--- src/rtl/alu_seq_loader_pkg.sv ---
// Shared definitions for the ALU sequence loader: FSM state encodings and
// button synchroniser depth.
package alu_seq_loader_pkg;

  // Number of flops in each raw-button synchroniser chain.
  localparam int unsigned SYNC_DEPTH = 2;

  // Loader states; encodings are shown directly on state_leds.
  typedef enum logic [1:0] {
    S_A   = 2'b00,
    S_B   = 2'b01,
    S_OP  = 2'b10,
    S_RES = 2'b11
  } state_e;

endpackage : alu_seq_loader_pkg

--- src/rtl/alu_seq_loader_btn_debounce.sv ---
// Button conditioner: synchronises a raw asynchronous button, debounces it and
// emits a one-cycle pulse on each accepted press (0->1 of the stable level).
// Ports:
//   clk    - clock
//   reset  - synchronous, active-high reset
//   raw    - raw bouncy button input
//   pulse  - registered one-cycle press pulse
module btn_debounce
  import alu_seq_loader_pkg::*;
#(
  parameter int unsigned DEBOUNCE_CYCLES = 4
) (
  input  logic clk,
  input  logic reset,
  input  logic raw,
  output logic pulse
);

  localparam int unsigned CNT_W = (DEBOUNCE_CYCLES < 2) ? 1 : $clog2(DEBOUNCE_CYCLES + 1);

  logic [SYNC_DEPTH-1:0] sync_q, sync_d;
  logic                  stable_q, stable_d;
  logic [CNT_W-1:0]      cnt_q, cnt_d;
  logic                  pulse_q, pulse_d;
  logic                  synced;

  assign synced = sync_q[SYNC_DEPTH-1];

  // Next-state: shift the synchroniser, count consecutive differing cycles,
  // flip the stable level once the count completes.
  always_comb begin
    sync_d   = {sync_q[SYNC_DEPTH-2:0], raw};
    stable_d = stable_q;
    cnt_d    = '0;
    if (synced != stable_q) begin
      if (cnt_q == CNT_W'(DEBOUNCE_CYCLES - 1)) begin
        stable_d = synced;
      end else begin
        cnt_d = cnt_q + CNT_W'(1);
      end
    end
    pulse_d = stable_d & ~stable_q;
  end

  always_ff @(posedge clk) begin
    if (reset) begin
      sync_q   <= '0;
      stable_q <= 1'b0;
      cnt_q    <= '0;
      pulse_q  <= 1'b0;
    end else begin
      sync_q   <= sync_d;
      stable_q <= stable_d;
      cnt_q    <= cnt_d;
      pulse_q  <= pulse_d;
    end
  end

  assign pulse = pulse_q;

endmodule : btn_debounce

--- src/rtl/alu_seq_loader.sv ---
// Steps a user through loading operand A, operand B and an opcode from the
// switches into an external ALU, then captures and displays the ALU result.
// Ports:
//   clk, reset             - clock, synchronous active-high reset
//   switches               - user data, sampled on an accepted step
//   btn_next, btn_clear    - raw bouncy step / clear buttons
//   alu_result             - combinational result from the external ALU
//   operand_a, operand_b   - registered ALU operands
//   op_code                - registered ALU opcode
//   leds                   - switches preview, or captured result in S_RES
//   state_leds             - current state encoding
//   result_valid           - leds is showing a captured result
module alu_seq_loader
  import alu_seq_loader_pkg::*;
#(
  parameter int unsigned DATA_WIDTH      = 8,
  parameter int unsigned OP_WIDTH        = 6,
  parameter int unsigned DEBOUNCE_CYCLES = 4
) (
  input  logic                  clk,
  input  logic                  reset,
  input  logic [DATA_WIDTH-1:0] switches,
  input  logic                  btn_next,
  input  logic                  btn_clear,
  input  logic [DATA_WIDTH-1:0] alu_result,
  output logic [DATA_WIDTH-1:0] operand_a,
  output logic [DATA_WIDTH-1:0] operand_b,
  output logic [OP_WIDTH-1:0]   op_code,
  output logic [DATA_WIDTH-1:0] leds,
  output logic [1:0]            state_leds,
  output logic                  result_valid
);

  logic next_pulse;
  logic clear_pulse;

  state_e                state_q, state_d;
  logic [DATA_WIDTH-1:0] operand_a_q, operand_a_d;
  logic [DATA_WIDTH-1:0] operand_b_q, operand_b_d;
  logic [OP_WIDTH-1:0]   op_code_q, op_code_d;
  logic [DATA_WIDTH-1:0] result_q, result_d;
  logic                  result_valid_q, result_valid_d;
  logic                  capture_pending_q, capture_pending_d;

  btn_debounce #(.DEBOUNCE_CYCLES(DEBOUNCE_CYCLES)) u_next (
    .clk   (clk),
    .reset (reset),
    .raw   (btn_next),
    .pulse (next_pulse)
  );

  btn_debounce #(.DEBOUNCE_CYCLES(DEBOUNCE_CYCLES)) u_clear (
    .clk   (clk),
    .reset (reset),
    .raw   (btn_clear),
    .pulse (clear_pulse)
  );

  // Next-state and datapath; clear overrides any simultaneous step.
  always_comb begin
    state_d           = state_q;
    operand_a_d       = operand_a_q;
    operand_b_d       = operand_b_q;
    op_code_d         = op_code_q;
    result_d          = result_q;
    result_valid_d    = result_valid_q;
    capture_pending_d = capture_pending_q;

    if (clear_pulse) begin
      state_d           = S_A;
      operand_a_d       = '0;
      operand_b_d       = '0;
      op_code_d         = '0;
      result_d          = '0;
      result_valid_d    = 1'b0;
      capture_pending_d = 1'b0;
    end else begin
      case (state_q)
        S_A: begin
          if (next_pulse) begin
            operand_a_d = switches;
            state_d     = S_B;
          end
        end
        S_B: begin
          if (next_pulse) begin
            operand_b_d = switches;
            state_d     = S_OP;
          end
        end
        S_OP: begin
          if (next_pulse) begin
            op_code_d         = switches[OP_WIDTH-1:0];
            capture_pending_d = 1'b1;
            state_d           = S_RES;
          end
        end
        S_RES: begin
          // Capture takes priority; a step during capture is dropped.
          if (capture_pending_q) begin
            result_d          = alu_result;
            result_valid_d    = 1'b1;
            capture_pending_d = 1'b0;
          end else if (next_pulse && result_valid_q) begin
            result_valid_d = 1'b0;
            state_d        = S_A;
          end
        end
        default: state_d = S_A;
      endcase
    end
  end

  always_ff @(posedge clk) begin
    if (reset) begin
      state_q           <= S_A;
      operand_a_q       <= '0;
      operand_b_q       <= '0;
      op_code_q         <= '0;
      result_q          <= '0;
      result_valid_q    <= 1'b0;
      capture_pending_q <= 1'b0;
    end else begin
      state_q           <= state_d;
      operand_a_q       <= operand_a_d;
      operand_b_q       <= operand_b_d;
      op_code_q         <= op_code_d;
      result_q          <= result_d;
      result_valid_q    <= result_valid_d;
      capture_pending_q <= capture_pending_d;
    end
  end

  assign operand_a    = operand_a_q;
  assign operand_b    = operand_b_q;
  assign op_code      = op_code_q;
  assign state_leds   = 2'(state_q);
  assign result_valid = result_valid_q;
  // Live preview must follow switches without a cycle of lag.
  assign leds         = (state_q == S_RES) ? result_q : switches;

endmodule : alu_seq_loader
--- config.mk ---
export PLATFORM = sky130hd
export DESIGN_NAME = alu_seq_loader
export DESIGN_NICKNAME = d
export VERILOG_FILES = /design/src/rtl/alu_seq_loader_pkg.sv /design/src/rtl/alu_seq_loader_btn_debounce.sv /design/src/rtl/alu_seq_loader.sv
export SDC_FILE = /design/constraint.sdc
export NUM_CORES = 1
export LEC_CHECK = 0
export CORE_MARGIN = 5
export CORE_UTILIZATION = 42
export CTS_CLUSTER_DIAMETER = 100
export DETAILED_ROUTE_END_ITERATION = 8
export PLACE_DENSITY = 0.74
export SETUP_SLACK_MARGIN = 0.2
export SLEW_MARGIN = 20
export SYNTH_ARGS = -nofsm -noshare
export SYNTH_HDL_FRONTEND = slang
export SYNTH_SLANG_ARGS = --single-unit
--- constraint.sdc ---
create_clock -name clk -period 2 [get_ports clk]
set_input_delay 0.5 -clock clk [delete_from_list [all_inputs] [get_ports clk]]
set_output_delay 0.5 -clock clk [all_outputs]
set_load 0.01 [all_outputs]
==> results.py, run 1 <==
metrics = {
    "grt": {
        "grt_antenna_before_repair": 0,
        "grt_use_total": 0.156,
        "grt_pass1_vias": 1653,
        "grt_pass1_wl_mm": 7.64,
        "grt_max_degree": 33,
        "grt_overflow": 0,
    },
    "power_and_ir_drop": {
        "irDropWorstVdd_mv": 0.484,
        "power.density_mw_per_mm2": 645,
        "p_total_w": 0.00176,
        "p_clk_frac": 0.330,
        "seq_power_share": 0.552,
        "p_switching_w": 0.000401,
        "internal-power_w": 0.00136,
        "leakage_nw": 1.02,
        "p_sw_frac": 0.228,
        "combPwrFrac": 0.118,
    },
    "yosys": {
        "netlist_instances": 217,
        "ys_seq_area_frac": 0.502,
        "synth.area.top_cells": "dfxtp_1, a21oi_1, nand3_1",
        "synth.distinct_cells": 21,
        "yosysWarnings": 0,
        "synth_top_area_cell": "dfxtp_1",
        "synth_top_area_share": 0.502,
        "synthesis.area_mm2": 0.00192,
        "syn_avg_cell_area_um2": 8.83,
        "ys_seq_elements": 48,
        "syn_nets": 246,
    },
    "worst_setup_path": {
        "worstReg2RegEnd": "state_leds[1]$_SDFFE_PP0P_",
        "cp_max_fo": 4,
        "crit_type": "flip-flop to output pin",
        "end_kind": "output pin",
        "reg2reg_slack_ns": 0.22,
        "critPathLaunchType": "flip-flop",
        "required_ns": 1.50,
        "worst_r2r_path_depth": 7,
        "rr_startpoint": "state_leds[0]$_SDFFE_PP0P_",
        "arrival_ns": 1.38,
    },
    "clocking": {
        "cts_root_buffer": "clkbuf_8",
        "cts_hold_buf": 0,
        "clock_sinks": 48,
        "htree_levels": 2,
        "clock_path_buffers": 2,
        "cts_tree": "built",
        "cts.clk_slew.worst_paths_ns": 0.08,
        "cts_made_buffers": 5,
        "insertion_delay_ns": 0.30,
    },
    "die": {
        "die_h_um": 77.5,
        "core-area_mm2": 0.00438,
        "boundaryPins": 53,
        "fp-row-count": 24,
        "dieArea_mm2": 0.00601,
        "dieWidth_um": 77.5,
        "start_util": 0.437,
    },
    "final_layout": {
        "final_common_cell": "dfxtp_1",
        "multiInputGateArea_um2": 895,
        "fillCellCount": 377,
        "antennaDiodeCount": 0,
        "synthToLayoutAreaGrowth_pct": 42.7,
        "design_area_mm2": 0.00273,
        "drive_gt1_frac": 0.170,
        "nets": 311,
        "seqCellArea_um2": 966,
        "layout.cells.non_filler": 335,
        "final_cell_mix": "dfxtp_1, clkdlybuf4s50_1, nand2_1, nand3_1, a21oi_1",
    },
    "place": {
        "place_area_mm2": 0.00256,
        "globalplace.congestion": 0.802,
        "port_buffers": 52,
        "dp_cells": 324,
        "dp_hpwl_mm": 3.39,
    },
    "drt": {
        "drc": 0,
        "dr.first_iter.drc_count": 178,
        "detailedRoute.firstPassIterationCount": 4,
        "vias": 1738,
        "drt_wl_total_mm": 4.69,
        "routedWlPerCell_um": 14.0,
        "routed_via_density": 5.19,
        "ant_nets": 0,
    },
    "worst_hold_path": {
        "hold-path-cell-count": 1,
        "hold_path_end": "u_next.cnt_q[0]$_SDFF_PP0_",
        "min_path_type": "flip-flop to flip-flop",
        "hp-start": "u_next.cnt_q[0]$_SDFF_PP0_",
    },
    "flow_run": {
        "cap_violations": 0,
    },
    "outcome": {
        "status": "complete, no violations",
    },
    "timing": {
        "tightest_slew_ns": 0.583,
        "finalCritPeriodShare": 0.938,
        "setup_viol": 0,
        "relSlewSlack": 0.612,
        "period_needed_ns": 1.88,
        "whs_ns": 0.429,
        "report.final.slew_viol_count": 0,
        "finalHoldViolCount": 0,
        "fin_skew_ns": 0.00664,
        "rsz0062_at_grt": "yes",
        "fmax_mhz": 533,
    },
}
[power groups by stage]
| stage | Clock (W) | Sequential (W) | Combinational (W) |
|---|---|---|---|
| floorplan | 0 | 0.000998 | 0.0000878 |
| global placement | 0 | 0.000992 | 0.000204 |
| detailed placement | 0 | 0.000993 | 0.000205 |
| CTS | 0.000601 | 0.000972 | 0.000209 |
| global route | 0.000639 | 0.000974 | 0.000223 |
| finish | 0.000582 | 0.000972 | 0.000208 |
[cells in the mapped netlist (all sizes together)]
cell type	n
ha	9
a222oi	1
nor2	11
nand3	30
mux2i	4
buf	4
clkbuf	10
inv	7
dfxtp	48
o21ai	1
or2	1
nor3	2
a21oi	30
xnor2	2
nand2	39
mux2	9
or3	3
a211oi	1
nor2b	4
a22oi	1
[area by class of cell]
cell class,instances,area share
clock buffer,8,0.0330
timing repair buffer,72,0.253
sequential,48,0.353
inverter,7,0.00962
multi-input combinational,148,0.327
tap,52,0.0238
[sequential cells by signal, summed over array words and instances (netlist names)]
register and cells:
u_next.stable_q 1, operand_b 8, u_clear.cnt_q 3, result_valid 1
operand_a 8, u_next.sync_q 2, u_clear.stable_q 1, result_q 8
op_code 6, capture_pending_q 1, u_clear.sync_q 2, state_leds 2
u_next.pulse 1, u_clear.pulse 1, u_next.cnt_q 3
[kinds of logic (layout without fill, tap and decap cells)]
group,after synthesis,after routing,share of synthesized area
AOI/OAI and AO/OA,34,34,0.0941
xor gates and xnor gates,2,2,0.00915
adders and majority gates,9,9,0.0588
buffers and inverters,21,87,0.0549
DFF,48,48,0.502
muxes,13,13,0.0738
and+or+nand+nor,90,90,0.208
[worst max-delay path: stages (launching register included)]
cell	delay (ns)
dfxtp_4	0.35
ha_4	0.17
buf_6	0.13
mux2_4	0.30
buf_6	0.12
[per-layer routing]
layer	global-route usage	wire, um
met1	0.181	1960
met3	0.0417	334
met4	0.0653	100
met5	0	0
met2	0.271	2300
[metrics by stage]
step                      setup TNS (ns)  worst slack (ns)   util
after global routing                   0            0.0844  0.623
after global placement             -1.66            -0.283  0.583
final                                  0             0.124  0.623
after floorplan                        0             0.212      -
after detailed placement           -1.63            -0.281  0.583
after CTS                              0             0.109  0.623
[worst max path at each step]
stage                                    start                    endpoint  slack, ns  depth (start not counted)
detailed placement                 switches[0]                     leds[0]      -0.28                          3
floorplan           state_leds[1]$_SDFFE_PP0P_  state_leds[1]$_SDFFE_PP0P_       0.21                          6
finish              state_leds[0]$_SDFFE_PP0P_                     leds[3]       0.12                          4
global placement                   switches[0]                     leds[0]      -0.28                          3
CTS                 state_leds[0]$_SDFFE_PP0P_                     leds[3]       0.11                          4
global route        state_leds[1]$_SDFFE_PP0P_                     leds[2]       0.08                          4
[what timing repair did]
action | CTS | global route
setup buffers | 3 | 0
endpoints found under the setup margin | 9 | 11
pin swaps | 1 | 0
gates resized for setup | 56 | 1
No activity file was read; power rests on OpenSTA's default activity.
==> run 2: changes to the inputs <==
- CORE_ASPECT_RATIO: default -> 1.1
- GPL_TIMING_DRIVEN: default -> 1
- TNS_END_PERCENT: default -> 10
==> run 2 against run 1 <==
  * Clock skew grew 0.0016 ns
  * Worst setup slack lost 0.013 ns
  * Sequential cell count is the same
  * Global-route usage grew 0.94 points
  * Clock power grew 26%
  * Combinational power grew 7%
  * First-iteration DRC count shrank 27%
  * Design area grew 2.4%
  * Critical path depth is the same
  * Largest cell class unchanged
  * Highest routed layer unchanged
  * Total power grew 9.3%
  * Sequential power is essentially flat
  * Die area is essentially flat
==> results.py, run 2 (synthesis results as in run 1) <==
metrics = {
    "grt": {
        "grt_pass1_wl_mm": 7.51,
        "grt_max_degree": 33,
        "grt_use_total": 0.166,
        "grt_antenna_before_repair": 0,
        "grt_pass1_vias": 1555,
        "grt_overflow": 0,
    },
    "worst_setup_path": {
        "cp_slowest_cell": "dfxtp_4",
        "path_cells": "ha_4 -> buf_12 -> mux2_4 -> buf_6",
        "startpoint": "state_leds[1]$_SDFFE_PP0P_",
        "path_buf_inv": 2,
        "cp_max_fo": 4,
        "crit_path_max_incr_delay_ns": 0.36,
        "crit_family": "flip-flops",
        "crit_type": "flip-flop to output pin",
        "cp.depth": 4,
        "reg2reg_slack_ns": 0.18,
        "worstReg2RegEnd": "state_leds[1]$_SDFFE_PP0P_",
        "arrival_ns": 1.39,
        "end_kind": "output pin",
        "worst_r2r_path_depth": 7,
        "required_ns": 1.50,
        "critPathLaunchType": "flip-flop",
        "rr_startpoint": "state_leds[0]$_SDFFE_PP0P_",
        "crit_end": "leds[6]",
    },
    "timing": {
        "tns_ns": 0,
        "fmax_mhz": 529,
        "finalCritPeriodShare": 0.945,
        "period_needed_ns": 1.89,
        "setup_viol": 0,
        "relSlewSlack": 0.599,
        "rsz0062_at_grt": "yes",
        "tightest_slew_ns": 0.602,
        "fin_skew_ns": 0.00825,
        "finalHoldViolCount": 0,
        "report.final.slew_viol_count": 0,
    },
    "power_and_ir_drop": {
        "power.density_mw_per_mm2": 688,
        "irDropWorstVdd_mv": 0.431,
        "leakage_nw": 1.02,
    },
    "die": {
        "dieArea_mm2": 0.00601,
        "start_util": 0.441,
        "dieWidth_um": 74.4,
        "die_h_um": 80.8,
        "core-area_mm2": 0.00435,
        "fp-row-count": 25,
        "boundaryPins": 53,
    },
    "drt": {
        "vias": 1703,
        "detailedRoute.firstPassIterationCount": 4,
        "drc": 0,
        "dr.first_iter.drc_count": 130,
        "drt_wl_total_mm": 4.72,
        "ant_nets": 0,
        "routed_via_density": 5.04,
        "routedWlPerCell_um": 14.0,
    },
    "worst_hold_path": {
        "min_path_type": "flip-flop to flip-flop",
    },
    "final_layout": {
        "final_cell_mix": "dfxtp_1, clkdlybuf4s50_1, nand2_1, nand3_1, a21oi_1",
        "drive_gt1_frac": 0.190,
        "synthToLayoutAreaGrowth_pct": 46.0,
        "nets": 312,
        "final_common_cell": "dfxtp_1",
        "design_area_mm2": 0.00280,
        "antennaDiodeCount": 0,
    },
    "clocking": {
        "cts_root_buffer": "clkbuf_8",
        "htree_levels": 2,
        "clock_sinks": 48,
        "cts_hold_buf": 0,
        "cts_made_buffers": 5,
        "clock_path_buffers": 2,
        "cts.clk_slew.worst_paths_ns": 0.08,
        "insertion_delay_ns": 0.30,
        "cts_tree": "built",
    },
    "place": {
        "globalplace.congestion": 0.739,
        "dp_hpwl_mm": 3.26,
        "place_area_mm2": 0.00256,
        "port_buffers": 52,
    },
    "flow_run": {
        "cap_violations": 0,
    },
    "outcome": {
        "status": "complete, no violations",
    },
}
## run 2: worst min path at each step
stage | startpoint | end | slack, ns | cells past startpoint
global route | u_next.cnt_q[0]$_SDFF_PP0_ | u_next.cnt_q[0]$_SDFF_PP0_ | 0.45 | 1
global placement | u_clear.cnt_q[0]$_SDFF_PP0_ | u_clear.cnt_q[0]$_SDFF_PP0_ | 0.41 | 1
finish | u_next.cnt_q[0]$_SDFF_PP0_ | u_next.cnt_q[0]$_SDFF_PP0_ | 0.43 | 1
detailed placement | u_next.cnt_q[0]$_SDFF_PP0_ | u_next.cnt_q[0]$_SDFF_PP0_ | 0.41 | 1
floorplan | u_clear.cnt_q[0]$_SDFF_PP0_ | u_clear.cnt_q[0]$_SDFF_PP0_ | 0.40 | 1
CTS | u_next.cnt_q[0]$_SDFF_PP0_ | u_next.cnt_q[0]$_SDFF_PP0_ | 0.43 | 1
## run 2: timing repair
action	4_1_cts	5_1_grt
gates resized for setup	52	6
setup endpoints to repair	11	12
pin swaps	1	2
buffers inserted	4	0
## run 2: metal layers
| metal | GRT usage | vias up | part of all wire |
|---|---|---|---|
| li1 | - | 861 | - |
| met1 | 0.204 | 784 | 0.42 |
| met2 | 0.276 | 51 | 0.49 |
| met3 | 0.0458 | 7 | 0.080 |
| met4 | 0.0587 | 0 | 0.015 |
| met5 | 0 | - | 0 |
## run 2: worst reg2reg max path, stage by stage (launching register included)
cell and delay (ns):
dfxtp_4 0.37, buf_6 0.12, inv_2 0.04, ha_2 0.17, or3_4 0.38, a222oi_1 0.31
buf_4 0.18, mux2i_1 0.18
## run 2: final cells by class
| class | count | area [um^2] |
|---|---|---|
| clock inverter | 2 | 38.8 |
| inverter | 7 | 26.3 |
| tap | 54 | 67.6 |
| multi-input combinational | 148 | 902 |
| sequential | 48 | 968 |
| clock buffer | 6 | 82.6 |
| timing repair buffer | 73 | 712 |
| fill | 384 | 1550 |
## run 2: stage by stage
step	util	power [W]	hold slack [ns]	setup WS (ns)	std cells
final	0.643	0.00193	0.426	0.111	338
after global routing	0.643	0.00201	0.449	0.0771	338
after CTS	0.639	0.00194	0.427	0.109	338
after detailed placement	0.589	0.00120	0.414	-0.216	326
after global placement	0.589	0.00119	0.407	-0.220	326
after floorplan	-	0.00109	0.399	0.212	217
## run 2: report_power, final
part	total (W)	internal [W]	switching, W
Combinational	0.000222	0.000124	0.0000982
Sequential	0.000972	0.000965	0.00000751
Clock	0.000732	0.000409	0.000323
Total	0.00193	0.00150	0.000429
